<file path="src/rtl/imem_arb_pkg.sv">
// Shared types for the instruction-memory port arbiter.
// FSM state and requester-owner encodings plus width defaults.
package imem_arb_pkg;

  localparam int AWIDTH_DEF = 32;
  localparam int DWIDTH_DEF = 32;

  typedef enum logic [1:0] {
    ST_IDLE,
    ST_READ,
    ST_RESP
  } state_t;

  typedef enum logic {
    OWN_F,
    OWN_D
  } owner_t;

endpackage

</file>
<file path="src/rtl/rr_arb2.sv">
// Two-requester round-robin grant (fetch vs data).
// A tie goes to whoever was not granted last; history moves only on accept.
module rr_arb2
  import imem_arb_pkg::*;
(
  input  logic   clk,
  input  logic   rst_n,
  input  logic   req_f_i,
  input  logic   req_d_i,
  input  logic   adv_i,
  output logic   gnt_f_o,
  output logic   gnt_d_o,
  output owner_t gnt_own_o
);

  owner_t last_q;

  // Fetch wins when alone or when data was the last grantee.
  always_comb begin
    gnt_f_o   = req_f_i & (~req_d_i | (last_q == OWN_D));
    gnt_d_o   = req_d_i & ~gnt_f_o;
    gnt_own_o = gnt_d_o ? OWN_D : OWN_F;
  end

  // Remember the grantee of each accepted request.
  always_ff @(posedge clk or negedge rst_n) begin
    if (!rst_n) begin
      last_q <= OWN_D;
    end else if (adv_i) begin
      last_q <= gnt_own_o;
    end
  end

endmodule

</file>
<file path="src/rtl/imem_port_arb.sv">
// Shares one combinational instruction memory between fetch and data reads.
// Define IMEM_MISALIGN_CHK_EN to flag unaligned addresses with rsp_err.
module imem_port_arb
  import imem_arb_pkg::*;
#(
  parameter int AWIDTH = AWIDTH_DEF,
  parameter int DWIDTH = DWIDTH_DEF
) (
  input  logic              clk,
  input  logic              rst_n,
  input  logic              f_req_valid,
  output logic              f_req_ready,
  input  logic [AWIDTH-1:0] f_addr,
  output logic              f_rsp_valid,
  output logic [DWIDTH-1:0] f_rsp_data,
  output logic              f_rsp_err,
  input  logic              d_req_valid,
  output logic              d_req_ready,
  input  logic [AWIDTH-1:0] d_addr,
  output logic              d_rsp_valid,
  output logic [DWIDTH-1:0] d_rsp_data,
  output logic              d_rsp_err,
  input  logic              flush,
  output logic [AWIDTH-1:0] mem_addr,
  input  logic [DWIDTH-1:0] mem_rdata
);

  state_t            state_q, state_d;
  owner_t            owner_q, owner_d;
  logic [AWIDTH-1:0] addr_q, addr_d;
  logic [DWIDTH-1:0] data_q, data_d;
  logic              kill_q, kill_d;
  logic              open, acc;
  logic              gnt_f, gnt_d;
  owner_t            gnt_own;

`ifdef IMEM_MISALIGN_CHK_EN
  logic              err_q, err_d;
`endif

  assign open = (state_q == ST_IDLE) | (state_q == ST_RESP);
  assign acc  = open & (gnt_f | gnt_d);

  rr_arb2 u_arb (
    .clk       (clk),
    .rst_n     (rst_n),
    .req_f_i   (f_req_valid & ~flush),
    .req_d_i   (d_req_valid),
    .adv_i     (acc),
    .gnt_f_o   (gnt_f),
    .gnt_d_o   (gnt_d),
    .gnt_own_o (gnt_own)
  );

  // Next-state: accept in IDLE/RESP, read memory in READ.
  always_comb begin
    state_d = state_q;
    owner_d = owner_q;
    addr_d  = addr_q;
    data_d  = data_q;
    kill_d  = kill_q;
`ifdef IMEM_MISALIGN_CHK_EN
    err_d   = err_q;
`endif
    unique case (state_q)
      ST_IDLE, ST_RESP: begin
        if (acc) begin
          state_d = ST_READ;
          owner_d = gnt_own;
          addr_d  = (gnt_own == OWN_D) ? d_addr : f_addr;
          kill_d  = 1'b0;
        end else begin
          state_d = ST_IDLE;
        end
      end
      ST_READ: begin
        state_d = ST_RESP;
        data_d  = mem_rdata;
`ifdef IMEM_MISALIGN_CHK_EN
        err_d   = 1'b0;
        if (addr_q[1:0] != 2'b00) begin
          data_d = '0;
          err_d  = 1'b1;
        end
`endif
        if (flush && owner_q == OWN_F) begin
          kill_d = 1'b1;
        end
      end
      default: state_d = ST_IDLE;
    endcase
  end

  // Transaction registers; reset abandons any in-flight read.
  always_ff @(posedge clk or negedge rst_n) begin
    if (!rst_n) begin
      state_q <= ST_IDLE;
      owner_q <= OWN_F;
      addr_q  <= '0;
      data_q  <= '0;
      kill_q  <= 1'b0;
    end else begin
      state_q <= state_d;
      owner_q <= owner_d;
      addr_q  <= addr_d;
      data_q  <= data_d;
      kill_q  <= kill_d;
    end
  end

`ifdef IMEM_MISALIGN_CHK_EN
  // Misalignment flag travels with the captured word.
  always_ff @(posedge clk or negedge rst_n) begin
    if (!rst_n) begin
      err_q <= 1'b0;
    end else begin
      err_q <= err_d;
    end
  end
`endif

  assign f_req_ready = open & gnt_f;
  assign d_req_ready = open & gnt_d;
  assign mem_addr    = addr_q;
  assign f_rsp_data  = data_q;
  assign d_rsp_data  = data_q;

  assign f_rsp_valid = (state_q == ST_RESP) & (owner_q == OWN_F)
                     & ~kill_q & ~flush;
  assign d_rsp_valid = (state_q == ST_RESP) & (owner_q == OWN_D);

`ifdef IMEM_MISALIGN_CHK_EN
  assign f_rsp_err = f_rsp_valid & err_q;
  assign d_rsp_err = d_rsp_valid & err_q;
`else
  assign f_rsp_err = 1'b0;
  assign d_rsp_err = 1'b0;
`endif

endmodule

</file>
<file path="config.mk">
export PLATFORM = sky130hd
export DESIGN_NAME = imem_port_arb
export DESIGN_NICKNAME = d
export VERILOG_FILES = /design/src/rtl/imem_arb_pkg.sv /design/src/rtl/rr_arb2.sv /design/src/rtl/imem_port_arb.sv
export SDC_FILE = /design/constraint.sdc
export NUM_CORES = 1
export LEC_CHECK = 0
export CAP_MARGIN = 10
export CORE_ASPECT_RATIO = 1.25
export CORE_MARGIN = 2
export CORE_UTILIZATION = 39
export CTS_CLUSTER_DIAMETER = 60
export DETAILED_ROUTE_END_ITERATION = 10
export GPL_TIMING_DRIVEN = 0
export PLACE_DENSITY = 0.81
export SETUP_SLACK_MARGIN = 0.02
export SLEW_MARGIN = 0
export SYNTH_ARGS = -nofsm -noshare
export SYNTH_HDL_FRONTEND = slang
export SYNTH_SLANG_ARGS = --single-unit
</file>
<file path="constraint.sdc">
create_clock -name clk -period 1.6 [get_ports clk]
set_clock_uncertainty 0.15 [all_clocks]
set_input_delay 0.16 -clock clk [delete_from_list [all_inputs] [get_ports clk]]
set_output_delay 0.16 -clock clk [all_outputs]
set_load 0.01 [all_outputs]
</file>
==> metrics <==
clk sinks 69; H-tree level count 3; commonest non-fill, non-tap cells in the layout 135 x clkdlybuf4s50_1, 68 x dfrtp_1, 45 x buf_4; WP buf/inv 2; fin cells 699; # IOs 203; die height 112 um; Mapped Avg Cell Area 10.5 um2; drt pass-1 iters 5; crit path max-delay cell type dfstp_2; DR vias/cell 5.13; Final Cycle Share 105%; Hold Path Class input port to flip-flop; Overall Global Routing Usage 23.2%; Worst slew margin 39.9%; Area Overhead vs Synth 85.0%; critical path required time 1.29 ns; Die W 90.3 um; total congestion overflow 0; Arr. time, crit path 1.37 ns; setup ws final -0.0802 ns; Row Count 39; LEAKAGE 3.10 nW; fill count 650; Starting Density 40.0%; gpl congestion 0.801; Max-cap violations 0; share of cells above drive strength 1 29.5%; CTS tree yes; DR vias 3585; number of diodes 0; cell family with the largest share of critical-path delay flip-flops; Slew @ Worst Pin 0.902 ns; commonest non-fill, non-tap cell in the layout clkdlybuf4s50_1; Worst-path clk slew 0.06 ns; CTS root buffer clkbuf_16; total die area 10100 um2; number of global-route vias before repair 3735; Avg WL per Cell 17.4 um; nets 673; Syn Inst Count 346; largest net degree at the start of global routing 70; total wire length 12200 um; post-synthesis sequential area ratio 47.6%; crit-path max FO 3; WS Path Type flip-flop to output pin; post-DP HPWL 8400 um; CP cell instances nand3b_1 -> buf_6 -> nand2_4 -> nor2_2 -> buf_2; CORE AREA 9080 um2; CTS Buffer Depth 2; Yosys cell types 25; Place WS -0.856 ns; area of the multi-input gates 1730 um2; Iter 0 DRT Violations 129; Final Max Slew Viols 0; input/output buffers 200; Final setup viols 8; Fmax 595 MHz; first-pass GRT wire length 18900 um; DRC errors left 0; DRT antenna net count 0; Final Hold Fails 0; antenna violations before repair 0; Worst-Skew Late Latency 0.32 ns; crit path launch type flip-flop; crit path capture type output pin; placed insts 670; Post-Syn Area 3630 um2; RSZ-0062 raised after global routing true; outcome complete, but fails checks; failing checks negative setup slack; flops & latches, synth 69; Slowest Stage Delay on Critical Path 0.54 ns; cts bufs inserted 9; Power Density 1100 nW/um2; Final Critical Period 1.68 ns; number of synthesis warnings 0; VDD IR max 671 uV; register area 1730 um2
## worst paths after layout
kind	endpoint	cells after the start	from	slack, ns
worst min register to register	kill_q	1	kill_q	0.36
min in group asynchronous	d_rsp_data[14]	2	rst_n	0.35
worst max-delay path	d_req_ready	5	u_arb.last_q	-0.08
worst max register to register	mem_addr[16]	5	u_arb.last_q	-0.03
worst min-delay path	kill_q	2	flush	0.21
max in group asynchronous	mem_addr[26]	2	rst_n	0.38
## cell families (layout without fill, tap and decap cells)
group | Yosys count | in the layout | share of synthesized area, %
DFF | 69 | 69 | 47.6
muxes | 32 | 32 | 9.93
buffers and inverters | 101 | 330 | 15.4
and+or+nand+nor | 43 | 43 | 7.20
other | 1 | 2 | 0.103
AOI/OAI and AO/OA | 100 | 100 | 19.7
## cell type report
cell class	count	area share, %
Sequential cell	69	25.7
Clock inverter	3	0.690
Timing Repair Buffer	214	31.4
Tap cell	123	2.29
Clock buffer	12	3.67
Multi-Input combinational cell	177	25.7
Buffer	66	8.59
Inverter	35	1.96
## state kept, by name (all words and copies together) (netlist names)
signal,flops
d_rsp_data,32
kill_q,1
mem_addr,32
owner_q,1
state_q,2
u_arb.last_q,1
## metal layers
| layer | share of wire, % | vias up | global-route usage [%] |
|---|---|---|---|
| met5 | 0 | - | 0 |
| met4 | 2.0 | 0 | 7.49 |
| met3 | 5.3 | 22 | 4.60 |
| met2 | 55 | 159 | 43.2 |
| met1 | 38 | 1759 | 26.7 |
| li1 | - | 1645 | - |
## synth_stat cells
cell type  instances  share of area, %
nor3_1             1              0.14
conb_1             1              0.10
inv_2              1              0.10
buf_2              7              0.97
a32o_1             1              0.28
o21ai_0           32               4.4
mux2_2            32               9.9
clkbuf_1          19               2.0
nand3b_1           1              0.21
and3b_1            1              0.24
nor2_1             3              0.31
and2_1            32               5.5
a221oi_1          32               7.7
inv_1             34               3.5
buf_6              6               1.9
nor2b_1            1              0.17
dfrtp_1           68                47
nand2_1            1              0.10
nor4_1             1              0.17
a21o_1             1              0.21
a22oi_1           32               6.6
dfstp_2            1              0.72
buf_4             34               7.0
o2bb2ai_1          2              0.48
nand2b_1           2              0.34
## power breakdown
group	total, mW	leakage, nW	switching (mW)	internal, mW
logic	3.04	2.17	1.21	1.84
clock network	1.94	0.139	0.697	1.24
registers	2.43	0.793	0.283	2.14
total	7.41	3.10	2.19	5.22
## worst register-to-register path, delay by kind of cell (launching register included)
kind	cells	cell delay, ns
compound gates	2	0.34
buf+inv	2	0.34
flops	1	0.54
simple gates	1	0.13
## stage by stage
stage               util, %  instance area [um2]  TNS [ns]  hold WS [ns]  power, mW
finish                 74.0                 6710    -0.175         0.206       7.41
global route           74.0                 6710     -1.24         0.233       7.77
CTS                    70.7                 6420    -0.245         0.199       7.35
detailed placement     63.8                 5790    -13.56         0.187       5.39
global placement       63.8                 5790   -157.63         0.326       5.29
floorplan                 -                 3630         0        -0.286       3.68
## what timing repair did
item | 4_1_cts | 5_1_grt
resized for setup | 126 | 63
pin swaps | 5 | 14
setup buffers | 10 | 2
hold buffers | 1 | 0
hold endpoints to repair | 68 | 0
gates cloned | 0 | 1
endpoints found under the setup margin | 84 | 85
Note: power is estimated with default switching activity, not from simulation.
